==> src/rtl/knight_move_sequencer_pkg.sv <==
// Shared definitions for the knight move sequencer.
//   - piece type codes, colours, file/rank names
//   - bit positions of the piece word {type,col,row,color} and of the formatted move
//   - knight offset table (k0..k7, clockwise from top-left)
//   - FSM state encoding
package knight_move_sequencer_pkg;

    // Piece type codes
    localparam logic [2:0] PT_EMPTY  = 3'd0;
    localparam logic [2:0] PT_PAWN   = 3'd1;
    localparam logic [2:0] PT_KNIGHT = 3'd2;
    localparam logic [2:0] PT_BISHOP = 3'd3;
    localparam logic [2:0] PT_ROOK   = 3'd4;
    localparam logic [2:0] PT_QUEEN  = 3'd5;
    localparam logic [2:0] PT_KING   = 3'd6;

    // Colours
    localparam logic COLOR_WHITE = 1'b0;
    localparam logic COLOR_BLACK = 1'b1;

    // File (column) and rank (row) names
    localparam logic [2:0] FILE_A = 3'd0;
    localparam logic [2:0] FILE_H = 3'd7;
    localparam logic [2:0] RANK_1 = 3'd0;
    localparam logic [2:0] RANK_8 = 3'd7;

    // Piece word field positions
    localparam int PC_TYPE_MSB = 9;
    localparam int PC_TYPE_LSB = 7;
    localparam int PC_COL_MSB  = 6;
    localparam int PC_COL_LSB  = 4;
    localparam int PC_ROW_MSB  = 3;
    localparam int PC_ROW_LSB  = 1;
    localparam int PC_COLOR    = 0;

    // Formatted move field positions {2'b0,promo,capture,sc,sr,dc,dr}
    localparam int MV_PROMO_BIT   = 13;
    localparam int MV_CAPTURE_BIT = 12;

    // Square address of the last board square
    localparam logic [5:0] SQ_LAST = {FILE_H, RANK_8};

    typedef struct packed {
        logic signed [3:0] dc;
        logic signed [3:0] dr;
    } knight_off_t;

    typedef enum logic [3:0] {
        ST_IDLE,
        ST_RD_SRC,
        ST_WT_SRC,
        ST_NEXT_OFF,
        ST_RD_DST,
        ST_WT_DST,
        ST_CHECK,
        ST_EMIT,
        ST_ADV_SQ,
        ST_DONE
    } seq_state_t;

    // Knight offsets, top-left then clockwise.
    function automatic knight_off_t knight_offset(input logic [2:0] k);
        knight_off_t off;
        case (k)
            3'd0:    off = '{dc: -4'sd1, dr:  4'sd2};
            3'd1:    off = '{dc:  4'sd1, dr:  4'sd2};
            3'd2:    off = '{dc:  4'sd2, dr:  4'sd1};
            3'd3:    off = '{dc:  4'sd2, dr: -4'sd1};
            3'd4:    off = '{dc:  4'sd1, dr: -4'sd2};
            3'd5:    off = '{dc: -4'sd1, dr: -4'sd2};
            3'd6:    off = '{dc: -4'sd2, dr: -4'sd1};
            default: off = '{dc: -4'sd2, dr:  4'sd1};
        endcase
        return off;
    endfunction

endpackage

==> src/rtl/knight_move_sequencer_target_calc.sv <==
// knight_target_calc: combinational knight target square.
// Ports:
//   i_src_col, i_src_row  source square
//   i_k                   offset index 0..7
//   o_tgt_col, o_tgt_row  target square (meaningful only when o_on_board)
//   o_on_board            target lies inside the 8x8 board
module knight_target_calc
    import knight_move_sequencer_pkg::*;
(
    input  logic [2:0] i_src_col,
    input  logic [2:0] i_src_row,
    input  logic [2:0] i_k,
    output logic [2:0] o_tgt_col,
    output logic [2:0] o_tgt_row,
    output logic       o_on_board
);

    knight_off_t       w_off;
    logic signed [3:0] w_col_s;
    logic signed [3:0] w_row_s;

    assign w_off   = knight_offset(i_k);
    assign w_col_s = $signed({1'b0, i_src_col}) + w_off.dc;
    assign w_row_s = $signed({1'b0, i_src_row}) + w_off.dr;

    // Results span -2..9; in 4-bit signed 8 and 9 wrap negative, so the
    // sign bit alone flags every off-board coordinate.
    assign o_on_board = !w_col_s[3] && !w_row_s[3];
    assign o_tgt_col  = w_col_s[2:0];
    assign o_tgt_row  = w_row_s[2:0];

endmodule

==> src/rtl/knight_move_sequencer.sv <==
// knight_move_sequencer: scans the board RAM for knights of the side to move,
// presents each on-board (src, dest) pair to an external move checker and
// forwards accepted moves as a valid/ready stream.
// Ports:
//   clk, rst_n                 clock, asynchronous active-low reset
//   i_start, i_abort, i_side   scan control; side sampled on start
//   o_board_addr, o_board_rd   board RAM read port {col,row}
//   i_board_rdata              piece word, valid RD_LAT cycles after o_board_rd
//   o_src_piece, o_dest_piece  pair under evaluation, to the checker
//   i_chk_valid, i_chk_move    checker verdict and formatted move
//   o_move_out, o_move_valid,
//   i_move_ready               accepted-move stream
//   o_busy, o_done             scan in progress / 1-cycle completion pulse
//   o_move_count               moves emitted this scan, saturating
// Build option: KNIGHT_SEQ_CAPTURES_ONLY_EN -- when defined only capturing
// moves are emitted.
module knight_move_sequencer
    import knight_move_sequencer_pkg::*;
#(
    parameter int RD_LAT  = 1,
    parameter int COUNT_W = 6
) (
    input  logic               clk,
    input  logic               rst_n,
    input  logic               i_start,
    input  logic               i_abort,
    input  logic               i_side,
    output logic [5:0]         o_board_addr,
    output logic               o_board_rd,
    input  logic [9:0]         i_board_rdata,
    output logic [9:0]         o_src_piece,
    output logic [9:0]         o_dest_piece,
    input  logic               i_chk_valid,
    input  logic [15:0]        i_chk_move,
    output logic [15:0]        o_move_out,
    output logic               o_move_valid,
    input  logic               i_move_ready,
    output logic               o_busy,
    output logic               o_done,
    output logic [COUNT_W-1:0] o_move_count
);

    localparam logic [1:0] LAT_LAST = 2'(RD_LAT - 1);

    seq_state_t         r_state;
    logic [5:0]         r_sq;
    logic [3:0]         r_k;
    logic [1:0]         r_wait;
    logic               r_side;
    logic [5:0]         r_addr;
    logic               r_rd;
    logic [9:0]         r_src;
    logic [9:0]         r_dest;
    logic [15:0]        r_move;
    logic               r_mvalid;
    logic               r_busy;
    logic               r_done;
    logic [COUNT_W-1:0] r_count;

    logic [2:0]         w_tgt_col;
    logic [2:0]         w_tgt_row;
    logic               w_on_board;
    logic               w_src_mine;
    logic               w_accept;

    knight_target_calc u_target_calc (
        .i_src_col  (r_sq[5:3]),
        .i_src_row  (r_sq[2:0]),
        .i_k        (r_k[2:0]),
        .o_tgt_col  (w_tgt_col),
        .o_tgt_row  (w_tgt_row),
        .o_on_board (w_on_board)
    );

    assign w_src_mine = (i_board_rdata[PC_TYPE_MSB:PC_TYPE_LSB] == PT_KNIGHT) &&
                        (i_board_rdata[PC_COLOR] == r_side);

`ifdef KNIGHT_SEQ_CAPTURES_ONLY_EN
    assign w_accept = i_chk_valid && i_chk_move[MV_CAPTURE_BIT];
`else
    assign w_accept = i_chk_valid;
`endif

    always_ff @(posedge clk or negedge rst_n) begin
        if (!rst_n) begin
            r_state  <= ST_IDLE;
            r_sq     <= '0;
            r_k      <= '0;
            r_wait   <= '0;
            r_side   <= COLOR_WHITE;
            r_addr   <= '0;
            r_rd     <= 1'b0;
            r_src    <= '0;
            r_dest   <= '0;
            r_move   <= '0;
            r_mvalid <= 1'b0;
            r_busy   <= 1'b0;
            r_done   <= 1'b0;
            r_count  <= '0;
        end else begin
            // Read strobe and done are single-cycle unless re-armed below.
            r_rd   <= 1'b0;
            r_done <= 1'b0;
            if (i_abort && (r_state != ST_IDLE)) begin
                // Abort wins over any pending handshake: the move is dropped.
                r_state  <= ST_IDLE;
                r_busy   <= 1'b0;
                r_mvalid <= 1'b0;
            end else begin
                case (r_state)
                    ST_IDLE: begin
                        if (i_start && !i_abort) begin
                            r_side  <= i_side;
                            r_sq    <= '0;
                            r_addr  <= '0;
                            r_rd    <= 1'b1;
                            r_busy  <= 1'b1;
                            r_count <= '0;
                            r_state <= ST_RD_SRC;
                        end
                    end
                    ST_RD_SRC: begin
                        r_wait  <= '0;
                        r_state <= ST_WT_SRC;
                    end
                    ST_WT_SRC: begin
                        if (r_wait == LAT_LAST) begin
                            r_src <= i_board_rdata;
                            r_k   <= '0;
                            r_state <= w_src_mine ? ST_NEXT_OFF : ST_ADV_SQ;
                        end else begin
                            r_wait <= r_wait + 2'd1;
                        end
                    end
                    ST_NEXT_OFF: begin
                        if (r_k[3]) begin
                            r_state <= ST_ADV_SQ;
                        end else if (w_on_board) begin
                            r_addr  <= {w_tgt_col, w_tgt_row};
                            r_rd    <= 1'b1;
                            r_state <= ST_RD_DST;
                        end else begin
                            // Off-board targets never touch the RAM.
                            r_k <= r_k + 4'd1;
                        end
                    end
                    ST_RD_DST: begin
                        r_wait  <= '0;
                        r_state <= ST_WT_DST;
                    end
                    ST_WT_DST: begin
                        if (r_wait == LAT_LAST) begin
                            r_dest  <= i_board_rdata;
                            r_state <= ST_CHECK;
                        end else begin
                            r_wait <= r_wait + 2'd1;
                        end
                    end
                    ST_CHECK: begin
                        // src/dest have been stable for this whole cycle.
                        if (w_accept) begin
                            r_move   <= i_chk_move;
                            r_mvalid <= 1'b1;
                            r_state  <= ST_EMIT;
                        end else begin
                            r_k     <= r_k + 4'd1;
                            r_state <= ST_NEXT_OFF;
                        end
                    end
                    ST_EMIT: begin
                        if (i_move_ready) begin
                            r_mvalid <= 1'b0;
                            if (r_count != '1) begin
                                r_count <= r_count + 1'b1;
                            end
                            r_k     <= r_k + 4'd1;
                            r_state <= ST_NEXT_OFF;
                        end
                    end
                    ST_ADV_SQ: begin
                        if (r_sq == SQ_LAST) begin
                            r_busy  <= 1'b0;
                            r_done  <= 1'b1;
                            r_state <= ST_DONE;
                        end else begin
                            r_sq    <= r_sq + 6'd1;
                            r_addr  <= r_sq + 6'd1;
                            r_rd    <= 1'b1;
                            r_state <= ST_RD_SRC;
                        end
                    end
                    ST_DONE: begin
                        r_state <= ST_IDLE;
                    end
                    default: begin
                        r_state <= ST_IDLE;
                    end
                endcase
            end
        end
    end

    assign o_board_addr = r_addr;
    assign o_board_rd   = r_rd;
    assign o_src_piece  = r_src;
    assign o_dest_piece = r_dest;
    assign o_move_out   = r_move;
    assign o_move_valid = r_mvalid;
    assign o_busy       = r_busy;
    assign o_done       = r_done;
    assign o_move_count = r_count;

endmodule

==> config.mk <==
export PLATFORM = sky130hd
export DESIGN_NAME = knight_move_sequencer
export DESIGN_NICKNAME = d
export VERILOG_FILES = /design/src/rtl/knight_move_sequencer_pkg.sv /design/src/rtl/knight_move_sequencer_target_calc.sv /design/src/rtl/knight_move_sequencer.sv
export SDC_FILE = /design/constraint.sdc
export NUM_CORES = 1
export LEC_CHECK = 0
export CAP_MARGIN = 10
export CORE_MARGIN = 2
export CORE_UTILIZATION = 51
export CTS_CLUSTER_SIZE = 40
export DETAILED_ROUTE_END_ITERATION = 10
export PLACE_DENSITY = 0.81
export SYNTH_ARGS = -nofsm -noshare
export SYNTH_HDL_FRONTEND = slang
export SYNTH_HIERARCHICAL = 1
export SYNTH_SLANG_ARGS = --single-unit
==> constraint.sdc <==
create_clock -name clk -period 3.2 [get_ports clk]
set_input_delay 0.64 -clock clk [delete_from_list [all_inputs] [get_ports clk]]
set_output_delay 0.64 -clock clk [all_outputs]
set_load 0.01 [all_outputs]
Word-level counts from Yosys, hierarchy flattened --
Cells that the tools add are included.
Word-level totals: output and inout bits 52, bits of input ports 33, word-level logic and storage cells 136, bits in registers 69
Operators by class: add/sub/neg operators 6, reductions and logical operators 33, eq/ne operators 35, bitwise gates (word level) 1, mux-type cells 46
Operators by type and width (number):
- 4-bit two-way mux | 14
- 8-bit case mux with 7 select lines | 1
- 6-bit two-way mux | 6
- 4-bit case mux with 9 select lines | 1
- 6-bit case mux with 2 select lines | 2
- 3-bit AND reduction | 7
- 2-bit inequality test (second input constant) | 9
- 3-bit inequality test (second input constant) | 6
- 6-bit case mux with 3 select lines | 1
- 4-bit by 3-bit == test with 1-bit output (second input constant) | 4
- 4-bit case mux with 4 select lines | 1
- 5-bit AND reduction | 3
- 1-bit two-way mux | 14
- 6-bit by 1-bit adder with 6-bit output (second input constant) | 2
- 3-bit by 2-bit == test with 1-bit output (second input constant) | 3
- 3-bit == test (second input constant) | 3
- 3-bit nonzero test | 3
- 4-bit adder | 2
- 4-bit by 2-bit == test with 1-bit output (second input constant) | 2
- 4-bit nonzero test | 2
- 7-bit AND reduction | 1
- 6-bit == test (second input constant) | 1
- 6-bit inequality test (second input constant) | 1
- 6-bit AND reduction | 1
- other kinds (22) | 31

Longest topological paths before layout --
Gate-level depths: netlist of run 1.
depth after elaboration 9, depth in mapped cells 11, gate-level depth less buffers 11

Cells and area by module --
Netlist of run 1, hierarchy kept.
By module, submodules not included:
- knight_move_sequencer | sequential area each 1726.7 µm², area an instance 3455.8 µm², times used 1, cells each 309
- knight_target_calc | sequential area each 0.0 µm², area an instance 281.5 µm², times used 1, cells each 34

Least setup slack after synthesis of run 1 --
OpenSTA, ideal clock, no wires.
path type reg2reg, start register r_k[0], end register r_addr[0] (netlist: o_board_addr[0]), arrival 2.636 ns, setup slack 0.439 ns, setup time 0.125 ns, clock period less this slack 2.761 ns, buffers on the path 0, cell stages (with the launch flop) 10, data required time 3.075 ns, cell sequence dfrtp_1 -> o21a_1 -> or2_1 -> ha_1 -> a21oi_1 -> a211o_1 -> and4_1 -> and3b_1 -> o32ai_4 -> mux2_2
On the way: longest elaborated chain between the ends 7, elaborated cells between the ends (all ways) 18, those cells by class add/sub (2); eq/ne (7); mux (4); reduce/logical (5)
RTL lines:
- from (decl) | RTL line knight_move_sequencer.sv:47 | logic [3:0] r_k;
- from (signal assigned) | RTL line knight_move_sequencer.sv:144 | r_k <= r_k + 4'd1;
- from (signal assigned) | RTL line knight_move_sequencer.sv:166 | r_k <= r_k + 4'd1;
- from (signal assigned) | RTL line knight_move_sequencer.sv:176 | r_k <= r_k + 4'd1;
- 3-bit == test (tied with other cells) | RTL line knight_move_sequencer_pkg.sv:64 | case (k)
- 8-bit case mux with 7 select lines (*) | RTL line knight_move_sequencer_pkg.sv:64
- 4-bit adder (on tied branches) | RTL line knight_move_sequencer_target_calc.sv:23, knight_move_sequencer_target_calc.sv:24
- 1-bit logical NOT | RTL line knight_move_sequencer_target_calc.sv:28 | assign o_on_board = !w_col_s[3] && !w_row_s[3];
- 1-bit logical AND (*) | RTL line knight_move_sequencer_target_calc.sv:28
- net w_on_board | RTL line knight_move_sequencer.sv:62 | logic w_on_board;
- 2-bit by 1-bit inequality test with 1-bit output (no source line) (*)
- 6-bit AND reduction (no source line) (*)
- to (signal assigned) | RTL line knight_move_sequencer.sv:139 | r_addr <= {w_tgt_col, w_tgt_row};
- to (signal assigned) | RTL line knight_move_sequencer.sv:187 | r_addr <= r_sq + 6'd1;
- to (decl) | RTL line knight_move_sequencer.sv:50 | logic [5:0] r_addr;
The timed path passes the listed nets; every way through them passes the cells marked *. The select of a mux whose other input is x is not followed. A chain may end at the register's enable or synchronous reset.

Worst setup path in the final report of run 1 --
start register r_k[1], end register r_addr[2] (netlist: o_board_addr[2])
The elaborated chain is that of the path after synthesis.

==> reports/metrics.csv, run 1 <==
stage,metric,value,unit
die,die_w,89.6,µm
placement,gp_congestion,0.801,
sta,fin_ws,0.162,ns
clock_tree,cts_inserted_buffers,9,
logic_synthesis,synthFlopType,dfrtp_1,
drt,drc,0,
sta,min_period,3.04,ns
clock_tree,cts_root_buffer,clkbuf_8,
layout,fin_nets,467,
setup_path,crit_path_max_incr_delay,0.49,ns
layout,antennaDiodeCount,0,
layout,final_common_cell,clkdlybuf4s50_1,
sta,rsz0062_at_grt,false,
layout,layout_common_cells,"83 x clkdlybuf4s50_1, 69 x dfrtp_1, 43 x mux2_2",
layout,finish.utilization,0.680,
drt,dr.first_iter.drc_count,220,
global_route,grt_usage,0.233,
setup_path,arrival,3.27,ns
setup_path,crit-reg2reg-capture,o_board_addr[2]$_DFFE_PN0P_,
sta,setup_viol,0,
clock_tree,cts_buffer_depth,2,
placement,pre_cts_slack,0.175,ns
logic_synthesis,synth_edf_count,0,
drt,wl,8.69,mm
sta,setup_tns,0,ns
power_and_ir_drop,clockPowerShare,0.220,
clock_tree,cts_tree,yes,
clock_tree,worstSkewPairLatency,0.35,ns
logic_synthesis,ys_seq_area_frac,0.462,
die,boundaryPins,85,
sta,post-route-period-util,0.949,
global_route,grt_pass1_vias,3027,
drt,dr.pass1.iters,4,
placement,io_buffers,84,
logic_synthesis,synth_nets,388,
setup_path,crit_type,reg -> reg,
setup_path,crit_path_start_kind,register,
drt,ant_nets,0,
layout,syn_to_final_growth,30.5,%
power_and_ir_drop,pwr-share-comb,0.408,
logic_synthesis,synth.ff_latch_count,69,
sta,fin_worst_skew,0.0116,ns
power_and_ir_drop,power_frac_seq,0.372,
power_and_ir_drop,switching_share,0.334,
power_and_ir_drop,p_int,2.59,mW
sta,worst_pin_slew,0.868,ns
setup_path,r2r_cells,9,
power_and_ir_drop,ir_drop,0.555,mV
global_route,grt_start_max_net_pins,40,
sta,fmax,329,MHz
setup_path,regToRegSetupSlack,0.16,ns
die,start_util,0.521,
setup_path,r2r-start,r_k[1]$_DFFE_PN0P_,
power_and_ir_drop,pwr_density_cell,797,nW/µm²
drt,avgViaCountPerCell,5.66,
sta,finalMaxSlewViolations,0,
setup_path,crit_chain,o21a_1 > or2_1 > ha_1 > a21oi_1 > a211o_1 > and4_1 > and3b_1 > o32ai_4 > mux2_2,
logic_synthesis,synth_cells,343,
min_path,hold_path.class,in -> async,
die,die_h,89.6,µm
logic_synthesis,syn_avg_cell_area,10.9,µm²
power_and_ir_drop,power_switching,1.30,mW
logic_synthesis,ys_warn_count,6,
clock_tree,path_clk_slew,0.08,ns
setup_path,crit_fanout,11,
global_route,grt_first_pass_wirelength,14.5,mm
global_route,antenna_found_initial,0,
logic_synthesis,synth.distinct_cells,63,
clock_tree,hold_buffers,0,
status,status,completed,
clock_tree,cts.sinks,69,
global_route,overflow,0,
sta,hold_violations,0,
die,die_area,8030,µm²
clock_tree,h-tree-depth,3,
setup_path,cp_slowest_cell,dfrtp_1,
power_and_ir_drop,power,3.89,mW
power_and_ir_drop,power_leakage,2.09,nW
die,rows,31,
drt,vias,2979,
layout,drive_gt1_frac,0.190,
setup_path,critPathCaptureType,register,
placement,hpwl,6.23,mm
sta,max_slew_margin,0.421,
run,maxCapViolCount,0,
sta,holdWs,0.397,ns
logic_synthesis,async_flop_share,1.00,
setup_path,critPathRequiredTime,3.43,ns
logic_synthesis,syn_area,3740,µm²
clock_tree,cts_setup_buffers,0,
die,coreArea,7180,µm²
drt,wl_per_cell,16.5,µm
[cell usage after synthesis, types with 3 or more instances]
cell type | number | share of area
and3_1 | 3 | 0.0050
and2_1 | 3 | 0.0050
nand2_1 | 26 | 0.026
nand4_1 | 3 | 0.0050
buf_2 | 6 | 0.0080
nor4b_1 | 4 | 0.0094
nand3_1 | 10 | 0.013
mux2_2 | 43 | 0.13
nand2b_1 | 8 | 0.013
a21oi_1 | 13 | 0.017
inv_1 | 13 | 0.013
nand4b_1 | 3 | 0.0070
nor3_1 | 7 | 0.0094
o21ai_0 | 18 | 0.024
xnor2_1 | 5 | 0.012
clkbuf_1 | 13 | 0.013
a31oi_1 | 3 | 0.0050
nor2_1 | 8 | 0.0080
a21o_1 | 3 | 0.0060
o31ai_1 | 4 | 0.0080
o211ai_1 | 7 | 0.014
dfrtp_1 | 69 | 0.46
or4_1 | 3 | 0.0060
or2_1 | 3 | 0.0050
ha_1 | 10 | 0.033
or2_2 | 3 | 0.0050
nor2b_1 | 3 | 0.0050
[layout make-up]
type	count	area (µm²)
multi-input cells	240	1870
flip-flops and latches	69	1730
fillers	533	2300
well taps	99	124
clock buffers	10	128
inverters	13	48.8
repair buffers	89	873
clock inverters	6	111
[worst max path at each step]
stage	slack (ns)	cells past startpoint	startpoint	end
final	0.16	9	r_k[1]$_DFFE_PN0P_	o_board_addr[2]$_DFFE_PN0P_
after global routing	0.001	9	r_k[1]$_DFFE_PN0P_	o_board_addr[2]$_DFFE_PN0P_
after CTS	0.15	9	r_k[0]$_DFFE_PN0P_	o_board_addr[1]$_DFFE_PN0P_
after detailed placement	0.17	9	r_k[0]$_DFFE_PN0P_	o_board_addr[1]$_DFFE_PN0P_
after global placement	0.29	9	r_k[1]$_DFFE_PN0P_	o_board_addr[1]$_DFFE_PN0P_
after floorplan	0.44	9	r_k[0]$_DFFE_PN0P_	o_board_addr[0]$_DFFE_PN0P_
[layer usage]
layer  vias up  GRT usage  wire length (µm)
met5         -          0                 0
met4         0     0.0868                99
met3        13     0.0750               620
met2        94      0.366              4200
met1      1461      0.303              3770
li1       1411          -                 -
[what timing repair did]
| item | in CTS | in global routing |
|---|---|---|
| resized for setup | 0 | 1 |
| hold endpoints to repair | 0 | 0 |
| setup endpoints to repair | 0 | 2 |
[flip-flops by register name (all words and copies together) (netlist names)]
signal        flops
o_move_out       16
o_done            1
o_move_count      6
o_board_rd        1
r_state           4
r_side            1
o_src_piece      10
o_move_valid      1
o_busy            1
r_wait            2
o_board_addr      6
o_dest_piece     10
r_k               4
r_sq              6
[kinds of logic after synthesis]
group / Yosys count / share of synthesized area
and+or+nand+nor: 106 / 0.168
DFF: 69 / 0.462
AOI/OAI and AO/OA: 68 / 0.128
muxes: 47 / 0.141
buffers and inverters: 34 / 0.0402
adders and majority gates: 12 / 0.0442
xor gates and xnor gates: 7 / 0.0164
[critical path: cells and delay by family, from the launching register on]
family | cells | cell delay [ns]
adders and majority gates | 1 | 0.33
and+or+nand+nor | 3 | 0.69
DFF | 1 | 0.49
AOI/OAI and AO/OA | 4 | 1.02
muxes | 1 | 0.39
[power by group through the flow]
| stage | clock network (mW) | registers [mW] | logic [mW] |
|---|---|---|---|
| 3_5_place_dp | 0 | 1.46 | 1.57 |
| 3_3_place_gp | 0 | 1.43 | 1.53 |
| 5_1_grt | 0.905 | 1.49 | 1.73 |
| 2_1_floorplan | 0 | 1.46 | 0.883 |
| 4_1_cts | 0.868 | 1.44 | 1.59 |
| 6_report | 0.856 | 1.44 | 1.59 |
[per-stage QoR]
step                instance area, µm²  cells
finish                            4880    526
global route                      4880    526
CTS                               4870    526
detailed placement                4630    510
global placement                  4630    510
floorplan                         3740    343
Power figures use the tool's default switching activity.
==> run 2: changes to the inputs <==
--- a/config.mk
+++ b/config.mk
@@ -6,6 +6,7 @@
 export NUM_CORES = 1
 export LEC_CHECK = 0
 export CAP_MARGIN = 10
+export CORE_ASPECT_RATIO = 1.4
 export CORE_MARGIN = 2
 export CORE_UTILIZATION = 51
 export CTS_CLUSTER_SIZE = 40
==> constraint.sdc (replaced) <==
create_clock -name clk -period 3.16 [get_ports clk]
set_input_delay 0.632 -clock clk [delete_from_list [all_inputs] [get_ports clk]]
set_output_delay 0.632 -clock clk [all_outputs]
set_load 0.01 [all_outputs]
==> run 2 against run 1 <==
Sequential share of layout area grew 0.34 points. Power shrank 3.2%. Non-clock buffer count shrank 1. Worst setup slack lost 0.0061 ns. Die area grew 0.12%. Via count shrank 0.74%. Critical path type unchanged. Critical endpoint is now o_board_addr[3]$_DFFE_PN0P_. Largest cell class unchanged. Largest power group unchanged. Highest routed layer unchanged.
==> reports/metrics.csv, run 2 (synthesis gave the netlist of run 1 again) <==
stage,metric,value,unit,change
status,status,completed,,
drt,wl_per_cell,16.3,µm,-1.1%
power_and_ir_drop,power_leakage,2.07,nW,-0.97%
global_route,grt_pass1_vias,2952,,-2.5%
sta,holdWs,0.374,ns,-0.0227 ns
placement,hpwl,6.09,mm,-2.3%
placement,placed_cells,505,,-0.98%
power_and_ir_drop,p_int,2.48,mW,-4.1%
layout,antennaDiodeCount,0,,unchanged
global_route,grt_usage,0.220,,-0.0134
power_and_ir_drop,switching_share,0.340,,+0.00629
power_and_ir_drop,ir_drop,0.516,mV,-7.1%
die,die_h,105,µm,+17%
power_and_ir_drop,clockPowerShare,0.188,,-0.032
die,boundaryPins,85,,unchanged
placement,place_area,4630,µm²,unchanged
layout,finish.utilization,0.688,,+0.00782
sta,fmax,333,MHz,+1.1%
drt,drc,0,,unchanged
setup_path,crit_chain,o21a_1 > or2_1 > ha_1 > a21oi_1 > a211o_1 > and4_1 > and3b_1 > o32ai_4 > mux2_2,,
drt,dr.first_iter.drc_count,131,,-40%
die,die_area,8040,µm²,+0.12%
layout,layout_common_cells,"83 x clkdlybuf4s50_1, 69 x dfrtp_1, 43 x mux2_2",,
global_route,grt_first_pass_wirelength,13.9,mm,-4.0%
setup_path,cp_slowest_cell,dfrtp_1,,
global_route,antenna_found_initial,0,,unchanged
clock_tree,cts_setup_buffers,0,,unchanged
power_and_ir_drop,pwr-share-comb,0.425,,+0.017
clock_tree,cts.sinks,69,,unchanged
placement,pre_cts_slack,0.172,ns,-0.00264 ns
placement,io_buffers,84,,unchanged
drt,avgViaCountPerCell,5.68,,+0.21%
layout,fin_nets,466,,-0.21%
drt,dr.pass1.iters,4,,unchanged
min_path,hold_path.class,in -> async,,
setup_path,critPathCaptureType,register,,
sta,min_period,3.00,ns,-0.0339 ns
sta,post-route-period-util,0.951,,+0.00129
run,maxCapViolCount,0,,unchanged
sta,fin_worst_skew,0.00571,ns,-0.00591 ns
die,start_util,0.532,,+0.0110
clock_tree,cts_tree,yes,,
global_route,grt_start_max_net_pins,38,,-5.0%
clock_tree,h-tree-depth,3,,unchanged
die,coreArea,7030,µm²,-2.1%
layout,fin_area,4830,µm²,-0.95%
drt,vias,2957,,-0.74%
clock_tree,worstSkewPairLatency,0.35,ns,about the same
layout,syn_to_final_growth,29.3,%,
placement,gp_congestion,0.877,,+9.4%
sta,hold_violations,0,,unchanged
setup_path,crit_path_start_kind,register,,
sta,setup_viol,0,,unchanged
die,die_w,76.4,µm,-15%
clock_tree,cts_inserted_buffers,9,,unchanged
setup_path,crit_fanout,11,,unchanged
sta,fin_ws,0.156,ns,-0.00612 ns
sta,rsz0062_at_grt,false,,
layout,instances_no_fill,521,,-0.95%
layout,largest_reg_flops,16,,unchanged
layout,final_common_cell,clkdlybuf4s50_1,,
sta,max_slew_margin,0.458,,+0.0368
clock_tree,path_clk_slew,0.07,ns,about the same
power_and_ir_drop,power_switching,1.28,mW,-1.4%
clock_tree,cts_buffer_depth,2,,unchanged
clock_tree,cts_root_buffer,clkbuf_8,,
power_and_ir_drop,power_frac_seq,0.387,,+0.015
sta,finalMaxSlewViolations,0,,unchanged
power_and_ir_drop,pwr_density_cell,779,nW/µm²,-2.3%
drt,wl,8.51,mm,-2.0%
sta,setup_tns,0,ns,unchanged
sta,worst_pin_slew,0.813,ns,-0.0552 ns
power_and_ir_drop,power,3.76,mW,-3.2%
drt,ant_nets,0,,unchanged
setup_path,critPathRequiredTime,3.39,ns,-0.04 ns
setup_path,crit_type,reg -> reg,,
setup_path,crit_path_max_incr_delay,0.47,ns,-0.02 ns
setup_path,arrival,3.24,ns,-0.03 ns
global_route,overflow,0,,unchanged
die,rows,36,,+16%
layout,drive_gt1_frac,0.185,,-0.00425
run 2: layer usage:
| layer | global-route usage | vias up | routed length (µm) |
|---|---|---|---|
| met1 | 0.237 | 1452 | 3390 |
| li1 | - | 1403 | - |
| met5 | 0 | - | 0 |
| met3 | 0.0779 | 13 | 612 |
| met2 | 0.386 | 89 | 4350 |
| met4 | 0.0961 | 0 | 159 |
run 2: power by group through the flow:
stage          clock network (mW)  logic, mW  registers [mW]
3_3_place_gp                    0       1.57            1.44
5_1_grt                     0.754       1.74            1.50
2_1_floorplan                   0      0.895            1.48
6_report                    0.706       1.60            1.46
3_5_place_dp                    0       1.60            1.46
4_1_cts                     0.720       1.61            1.45
run 2: worst paths after layout:
path / start / endpoint / slack [ns] / cells after the start
setup / recovery: r_k[1]$_DFFE_PN0P_ / o_board_addr[3]$_DFFE_PN0P_ / 0.16 / 9
hold / removal: rst_n / o_board_addr[1]$_DFFE_PN0P_ / 0.37 / 1
setup reg to reg: r_k[1]$_DFFE_PN0P_ / o_board_addr[3]$_DFFE_PN0P_ / 0.16 / 9
hold reg to reg: r_wait[0]$_DFFE_PN0P_ / r_wait[0]$_DFFE_PN0P_ / 0.50 / 1
max in group asynchronous: rst_n / o_move_out[0]$_DFFE_PN0P_ / 2.12 / 2
min in group clk: r_wait[0]$_DFFE_PN0P_ / r_wait[0]$_DFFE_PN0P_ / 0.50 / 1
run 2: timing repair:
| action | in CTS | in global routing |
|---|---|---|
| resized for setup | 0 | 1 |
| endpoints found under the setup margin | 0 | 2 |
| hold buffers | 0 | 0 |
run 2: worst max-delay path, delay by kind of cell (launching register included):
kind / cells / cell delay (ns)
simple gates: 3 / 0.67
mux: 1 / 0.39
compound gates: 4 / 1.02
flops: 1 / 0.47
fa+ha+maj: 1 / 0.33
run 2: final cells by class:
| type | count | area, µm² |
|---|---|---|
| inverters | 13 | 48.8 |
| repair buffers | 88 | 878 |
| well taps | 95 | 119 |
| clock inverters | 4 | 47.5 |
| clock buffers | 12 | 145 |
| flip-flops and latches | 69 | 1730 |
| multi-input cells | 240 | 1870 |
| fillers | 576 | 2190 |
